**config.mk**
```make
export PLATFORM = sky130hd
export DESIGN_NAME = spi_slave_sync
export DESIGN_NICKNAME = d
export VERILOG_FILES = /design/src/rtl/spi_slave_sync.sv
export SDC_FILE = /design/constraint.sdc
export NUM_CORES = 1
export LEC_CHECK = 0
export CORE_AREA = 2 2 81 83
export CTS_CLUSTER_SIZE = 24
export DETAILED_ROUTE_END_ITERATION = 8
export DIE_AREA = 0 0 83 85
export PLACE_DENSITY_LB_ADDON = 0.2
export SLEW_MARGIN = 20
export SYNTH_ARGS = -nofsm -noshare
export SYNTH_HDL_FRONTEND = slang
export SYNTH_SLANG_ARGS = --single-unit
```
**constraint.sdc**
```tcl
create_clock -name CLK_50 -period 1.7 [get_ports CLK_50]
set_input_delay 0.34 -clock CLK_50 [delete_from_list [all_inputs] [get_ports CLK_50]]
set_output_delay 0.34 -clock CLK_50 [all_outputs]
set_load 0.005 [all_outputs]
```
**src/rtl/spi_slave_sync.sv**
```systemverilog
// SPI slave oversampled in the CLK_50 domain: parametrised width/mode/sync depth,
// one-word TX holding buffer, RX valid/ready handshake with sticky overrun.
module spi_slave_sync #(
  parameter int WORD_W      = 16,
  parameter bit CPOL        = 1'b0,
  parameter bit CPHA        = 1'b0,
  parameter int SYNC_STAGES = 2
) (
  input  logic              CLK_50,
  input  logic              RST,
  input  logic              SCK,
  input  logic              MOSI,
  input  logic              CSbar,
  output logic              MISO,
  output logic              MISO_OE,
  input  logic [WORD_W-1:0] TX_DATA,
  input  logic              TX_VALID,
  output logic              TX_READY,
  output logic [WORD_W-1:0] RX_DATA,
  output logic              RX_VALID,
  input  logic              RX_READY,
  output logic              OVERRUN,
  input  logic              OVERRUN_CLR,
  output logic              BUSY,
  output logic              DBG_STATE
);

  localparam int CW = $clog2(WORD_W);
  localparam logic [CW-1:0] LAST_BIT = CW'(WORD_W - 1);

  typedef enum logic {ST_IDLE = 1'b0, ST_ACTIVE = 1'b1} state_t;

  // Handshakes: a TX word is taken on any cycle with TX_VALID & TX_READY;
  // an RX word is consumed on any cycle with RX_VALID & RX_READY.

  logic [SYNC_STAGES-1:0] r_sck_sync;
  logic [SYNC_STAGES-1:0] r_mosi_sync;
  logic [SYNC_STAGES-1:0] r_cs_sync;
  logic [SYNC_STAGES-1:0] r_warm;
  logic                   r_sck_d;
  logic                   r_armed;

  state_t            r_state;
  logic [CW-1:0]     r_bitcnt;
  logic [WORD_W-1:0] r_rx_sh;
  logic [WORD_W-1:0] r_tx_sh;
  logic [WORD_W-1:0] r_tx_buf;
  logic              r_tx_full;
  logic              r_miso;
  logic              r_miso_oe;
  logic              r_word_done;
  logic [WORD_W-1:0] r_rx_data;
  logic              r_rx_valid;
  logic              r_overrun;

  logic              w_sck_s;
  logic              w_mosi_s;
  logic              w_cs_s;
  logic              w_lead;
  logic              w_trail;
  logic              w_sample;
  logic              w_shift;
  logic              w_entry;
  logic              w_active;
  logic              w_load;
  logic              w_tx_accept;
  logic [WORD_W-1:0] w_load_word;
  logic [WORD_W-1:0] w_rx_next;

  assign w_sck_s  = r_sck_sync[SYNC_STAGES-1];
  assign w_mosi_s = r_mosi_sync[SYNC_STAGES-1];
  assign w_cs_s   = r_cs_sync[SYNC_STAGES-1];

  assign w_lead   = (r_sck_d == CPOL) && (w_sck_s != CPOL);
  assign w_trail  = (r_sck_d != CPOL) && (w_sck_s == CPOL);
  assign w_sample = CPHA ? w_trail : w_lead;
  assign w_shift  = CPHA ? w_lead : w_trail;

  // A frame may only start after CSbar has been seen high with the chain flushed,
  // so a reset in the middle of a frame waits for the next real CSbar fall.
  assign w_entry  = (r_state == ST_IDLE) && r_armed && !w_cs_s;
  assign w_active = (r_state == ST_ACTIVE) && !w_cs_s;
  assign w_load   = (w_entry && !CPHA) ||
                    (w_active && w_shift && (r_bitcnt == '0));

  assign w_load_word = r_tx_full ? r_tx_buf : '0;
  assign w_rx_next   = {r_rx_sh[WORD_W-2:0], w_mosi_s};
  assign w_tx_accept = TX_VALID && !r_tx_full;

  always_ff @(posedge CLK_50) begin
    if (RST) begin
      r_sck_sync  <= {SYNC_STAGES{CPOL}};
      r_mosi_sync <= '0;
      r_cs_sync   <= '1;
      r_warm      <= '0;
      r_sck_d     <= CPOL;
      r_armed     <= 1'b0;
    end else begin
      r_sck_sync  <= {r_sck_sync[SYNC_STAGES-2:0], SCK};
      r_mosi_sync <= {r_mosi_sync[SYNC_STAGES-2:0], MOSI};
      r_cs_sync   <= {r_cs_sync[SYNC_STAGES-2:0], CSbar};
      r_warm      <= {r_warm[SYNC_STAGES-2:0], 1'b1};
      r_sck_d     <= w_sck_s;
      if (r_warm[SYNC_STAGES-1] && w_cs_s) begin
        r_armed <= 1'b1;
      end
    end
  end

  always_ff @(posedge CLK_50) begin
    if (RST) begin
      r_state     <= ST_IDLE;
      r_bitcnt    <= '0;
      r_rx_sh     <= '0;
      r_tx_sh     <= '0;
      r_tx_buf    <= '0;
      r_tx_full   <= 1'b0;
      r_miso      <= 1'b0;
      r_miso_oe   <= 1'b0;
      r_word_done <= 1'b0;
      r_rx_data   <= '0;
      r_rx_valid  <= 1'b0;
      r_overrun   <= 1'b0;
    end else begin
      r_word_done <= 1'b0;

      case (r_state)
        ST_IDLE: begin
          if (w_entry) begin
            r_state   <= ST_ACTIVE;
            r_miso_oe <= 1'b1;
            r_bitcnt  <= '0;
          end
        end
        ST_ACTIVE: begin
          // CSbar rising wins over any SCK strobe in the same cycle.
          if (w_cs_s) begin
            r_state   <= ST_IDLE;
            r_bitcnt  <= '0;
            r_rx_sh   <= '0;
            r_miso    <= 1'b0;
            r_miso_oe <= 1'b0;
          end else begin
            if (w_sample) begin
              r_rx_sh <= w_rx_next;
              if (r_bitcnt == LAST_BIT) begin
                r_bitcnt    <= '0;
                r_word_done <= 1'b1;
              end else begin
                r_bitcnt <= r_bitcnt + 1'b1;
              end
            end
            if (w_shift && !w_load) begin
              r_tx_sh <= r_tx_sh << 1;
              r_miso  <= r_tx_sh[WORD_W-2];
            end
          end
        end
        default: r_state <= ST_IDLE;
      endcase

      if (w_load) begin
        r_tx_sh   <= w_load_word;
        r_miso    <= w_load_word[WORD_W-1];
        r_tx_full <= 1'b0;
      end
      // No bypass: a word offered in the load cycle is held for the next word.
      if (w_tx_accept) begin
        r_tx_buf  <= TX_DATA;
        r_tx_full <= 1'b1;
      end

      if (RX_READY) begin
        r_rx_valid <= 1'b0;
      end
      if (OVERRUN_CLR) begin
        r_overrun <= 1'b0;
      end
      if (r_word_done) begin
        r_rx_data  <= r_rx_sh;
        r_rx_valid <= 1'b1;
        if (r_rx_valid && !RX_READY) begin
          r_overrun <= 1'b1;
        end
      end
    end
  end

  assign MISO      = r_miso;
  assign MISO_OE   = r_miso_oe;
  assign TX_READY  = !r_tx_full && !RST;
  assign RX_DATA   = r_rx_data;
  assign RX_VALID  = r_rx_valid;
  assign OVERRUN   = r_overrun;
  assign BUSY      = (r_state == ST_ACTIVE);
  assign DBG_STATE = r_state;

endmodule

```
# Word-level counts from Yosys, hierarchy flattened
# Cells that the tools add are included.
# totals
inputBits	24
regBits	84
word_cells	91
# op_classes
n_reduce_logical	31
n_eq_ne	5
bitwise	4
mux	31
n_addsub	1
# op_table
op	count
$mux W15	4
$mux W16	3
$mux W1	17
$mux W4	4
$logic_and A1 B1 Y1	12
$reduce_bool A2 Y1	5
$pmux W4 S2	1
$reduce_and A2 Y1	4
$logic_not A1 Y1	5
$add A4 B1 Y4 const B	1
$eq A4 B4 Y1 const B	1
$logic_not A4 Y1	1
$ne A2 B2 Y1 const B	2
$not A1 Y1	4
$pmux W1 S2	2
$reduce_or A4 Y1	1
$ne A3 B2 Y1 const B	1
$reduce_and A3 Y1	1
$reduce_bool A3 Y1	1
$ne A2 B1 Y1 const B	1
$logic_or A1 B1 Y1	1

# Logic depth before layout (Yosys ltp)
# depth
ltp_word	11
depth_mapped	7
mapped_depth_nobuf	6

# Worst setup path before layout
# OpenSTA, ideal clock, no wires.
# synth_path
kind	reg2reg
from	register r_bitcnt[0]
to	register r_tx_sh[10]
setup_slack_ps	137
stages_incl_launch_ff	8
t_arrival_ps	1497
setup_time_ps	66
required_ps	1634
period_less_slack_ps	1563
path_buffers	1
cell_sequence	dfxtp_1 inv_1 ha_1 or4b_1 o21ai_2 buf_6 a32oi_1 a21oi_2
# synth_between
elab_chain_len	7
# synth_rtl
element	line_no	rtl
from (decl)	44	logic [CW-1:0] r_bitcnt;
from (signal assigned)	150	r_bitcnt <= r_bitcnt + 1'b1;
$logic_not A4 Y1 (*)	84	(w_active && w_shift && (r_bitcnt == '0));
$logic_and A1 B1 Y1 (*)	84	
$logic_or A1 B1 Y1 (*)	83	assign w_load = (w_entry && !CPHA) ||
$logic_not A1 Y1	153	if (w_shift && !w_load) begin
$logic_and A1 B1 Y1	153	
$reduce_bool A2 Y1 (no source line)	-	
$reduce_and A3 Y1 (no source line)	-	
to (signal assigned)	154	r_tx_sh <= r_tx_sh << 1;
to (signal assigned)	163	r_tx_sh <= w_load_word;
to (decl)	46	logic [WORD_W-1:0] r_tx_sh;
# Mark *: on every way between the ends. The rest lies on a longest branch, timed or not.
# A chain may end at the register's enable or synchronous reset.

# Worst setup path in the final report
# layout_path
from	register r_bitcnt[0]
to	register r_miso (netlist: MISO)
# layout_between
elab_chain_len	7
# layout_rtl
element	line_no	rtl
$logic_not A4 Y1 (*)	84	
$logic_and A1 B1 Y1 (*)	84	
$logic_or A1 B1 Y1 (*)	83	
$logic_not A1 Y1	153	
$logic_and A1 B1 Y1	153	
$reduce_bool A3 Y1 (no source line)	-	
$reduce_and A2 Y1 (no source line)	-	
to (signal assigned)	155	r_miso <= r_tx_sh[WORD_W-2];
to (signal assigned)	164	r_miso <= w_load_word[WORD_W-1];
to (decl)	49	logic r_miso;
# Marked as above.

==> results.md <==
* Switching Fraction at 0.2061
* Initial Utilization at 0.5144
* Core area at 0.006205 mm^2
* Cell depth of the worst hold path at 1
* 1st-iter DRT viols at 106
* Worst Path Max Fanout at 6
* CP cell instances: inv_4, ha_4, or4b_4, o21ai_4, clkbuf_16, o21bai_1, a21oi_1
* Diode count at 0
* CTS root buf: clkbuf_8
* Final nets at 418
* Post-synth top area cell: dfxtp_1
* GP Congestion at 0.7564
* TritonCTS Buffers at 9
* FF-to-FF End: MISO
* Min Tclk post-route at 1709 ps
* Psw at 808.2 uW
* Fin crit share at 1.005
* Final WS setup at -8.980 ps
* WP data arrival at 1940 ps
* Synth unique cells at 40
* Die Wd at 83 um
* Crit path kind: reg2reg
* PortBufs at 46
* RR Startpoint: r_bitcnt[0]
* Drt pass-1 iters at 4
* CTS Buffer Depth at 2
* Post-Syn Area at 0.003192 mm^2
* Grt total ovfl at 0
* Critical hold path startpoint: r_cs_sync[0]
* Vias per cell at 5.340
* Setup crit end kind: flop
* Commonest non-fill, non-tap cell in the layout: dfxtp_1
* Cell-internal power at 3114 uW
* Status: complete, but fails checks
* Clk slew on worst S/H paths at 70 ps
* Crit path required time at 1940 ps
* R2R Setup Slk at -9 ps
* Worst-margin pin slew at 570.1 ps
* Leakage power at 0.001460 uW
* R2r worst-path depth at 7
* Global-route wire length before repair at 10,660 um
* Post-route design area at 0.004131 mm^2
* DP HPWL at 3906 um
* Min-delay worst type: reg2reg
* Number of clock sinks at 84
* Largest net degree at the start of global routing at 70
* Final setup fails at 3
* Row count at 29
* Slew Limit Headroom at 0.6199
* CTS tree: yes
* Clock Power Share at 0.430
* DRC viols at 0
* CP Launch Type: flop
* Pre-CTS setup slack at 40.96 ps
* Hold Fails Final Rpt at 0
* Sequential share of power at 0.519
* Final setup skew at 9.762 ps
* Worst hold slack at 430.0 ps
* Syn_area_per_cell at 9.119 um^2
* Synth warnings at 0
* Max Cap Viol at 0
* Fmax at 0.5851 GHz
* Fillers at 507
* Dominant cells by area after synthesis: dfxtp_1 53%, mux2i_1 5.0%, nor2_1 4.9%, nand2_1 4.8%, a21oi_1 4.2%
* H-tree levels at 3
* Final slew viol count at 0
* Seq/Total Area, Yosys at 0.5269
* Final WL at 6381 um
* Share of post-route cells with drive strength above 1 at 0.1490
* Slowest stage delay, CP at 470 ps
* Antenna Nets Post-Route at 0
* Die area at 0.007055 mm^2
* Post-DR wirelength/cell at 13.49 um
* Vias post-DR at 2,526
* Vias in the first global route at 2,404
* Initial antenna violation count at 0
* Worst VDD drop at 541.9 uV
* GRT Total Usage at 0.1848
* Synth Instances at 350
* Commonest non-fill, non-tap cells in the layout: 81 x dfxtp_1, 44 x clkdlybuf4s50_1, 42 x nor2_1
* Area Growth Syn to Fin at 29.44%
* Logic pwr share at 0.051
* Top cell type's share of synthesized area at 0.5269
* Setup TNS at -14.15 ps
* Synth Net Count at 376
* PwrDens at 949.2 mW/mm^2
* Worst skew pair latency at 360 ps
* Yosys reg bits at 84
* Post-CTS Hold Buffers at 0
* I/O Pins at 47
* Failing checks: setup timing
* Placed inst area at 0.003750 mm^2
* Hold Path End: r_cs_sync[1]
* Unrepaired setup endpoints after global routing: yes
* Die Height at 85 um
* CP max-delay cell: or4b_4
## per-layer routing
metal  vias up  part of all wire  global-route usage
met2        53              0.45              0.3013
met1      1176              0.49              0.2312
li1       1285                 -                   -
met5         -                 0                   0
met3        12             0.044             0.03696
met4         0             0.022              0.1013
## worst max-delay path, delay by kind of cell (launching register included)
family / cells / cell delay (ps)
and+or+nand+nor: 1 / 470
adders and majority gates: 1 / 110
AOI/OAI and AO/OA: 3 / 410
DFF: 1 / 370
buffers and inverters: 2 / 240
## cells in the mapped netlist
cell / number
and2_1: 1
nand3_1: 7
a32oi_1: 8
a31oi_1: 6
buf_1: 1
dfxtp_1: 84
clkbuf_2: 1
clkbuf_1: 15
buf_2: 10
nand3b_1: 7
or4b_1: 1
o21ai_0: 16
a32o_1: 2
nor2_1: 42
o21bai_1: 1
a21oi_2: 6
or2_2: 2
buf_4: 1
or3b_1: 1
mux2i_1: 16
nand2b_1: 4
or3_1: 1
a22oi_1: 16
nor3b_2: 1
buf_6: 2
nor2b_2: 1
a22o_1: 1
o21ai_2: 1
ha_1: 2
nand2_1: 41
o22ai_1: 1
a21oi_1: 27
a211oi_1: 1
nor2b_1: 11
o21a_1: 1
nor4b_1: 1
nor3_1: 2
inv_1: 5
o211ai_1: 1
nor3b_1: 2
## power groups by stage
stage	Combinational [uW]	Clock, uW	Sequential (uW)
CTS	193	1720	2030
floorplan	112	0	2070
global placement	192	0	2080
detailed placement	192	0	2080
finish	201	1690	2030
global route	224	1780	2040
## state kept, by name, summed over array words and instances, names as in the netlist, 2 cells and up
register     cells
r_tx_sh         15
r_tx_buf        16
r_bitcnt         4
r_cs_sync        2
r_rx_sh         16
r_sck_sync       2
r_warm           2
r_mosi_sync      2
RX_DATA         16
## stage by stage
step,power (uW),utilization,instances
after floorplan,2182,-,350
after global placement,2271,0.6044,456
after detailed placement,2272,0.6044,456
after CTS,3944,0.6433,471
after global routing,4043,0.6659,473
final,3922,0.6659,473
## timing repair
action	CTS	global route
hold endpoints to repair	0	0
setup endpoints to repair	4	12
cloned	0	1
pin swaps	0	16
buffers inserted	0	1
gates resized for setup	4	20
## worst max-delay path by stage
stage                 from           to  slack, ps
6_report       r_bitcnt[0]         MISO         -9
5_1_grt        r_bitcnt[0]  r_tx_sh[10]        -70
4_1_cts        r_bitcnt[0]  r_tx_sh[10]          5
3_5_place_dp   r_bitcnt[0]  r_tx_sh[13]         40
3_3_place_gp   r_bitcnt[0]   r_tx_sh[7]         90
2_1_floorplan  r_bitcnt[0]  r_tx_sh[10]        140
## kinds of logic (layout without fill, tap and decap cells)
| group | count (synthesis) | after routing | synth area share |
|---|---|---|---|
| simple gates | 125 | 125 | 0.1854 |
| fa+ha+maj | 2 | 2 | 0.007839 |
| flops | 84 | 84 | 0.5269 |
| compound gates | 88 | 88 | 0.1784 |
| buf+inv | 35 | 81 | 0.05135 |
| mux | 16 | 16 | 0.05018 |
## layout make-up
| class | instances | area, um^2 | share of cell area |
|---|---|---|---|
| clock buffers | 11 | 141.4 | 0.03422 |
| clock inverters | 4 | 97.59 | 0.02362 |
| inverters | 5 | 21.27 | 0.005148 |
| multi-input cells | 231 | 1450 | 0.3510 |
| flip-flops and latches | 84 | 1690 | 0.4091 |
| well taps | 77 | 96.34 | 0.02332 |
| repair buffers | 61 | 634.4 | 0.1535 |
(Power assumes the default switching activity.)
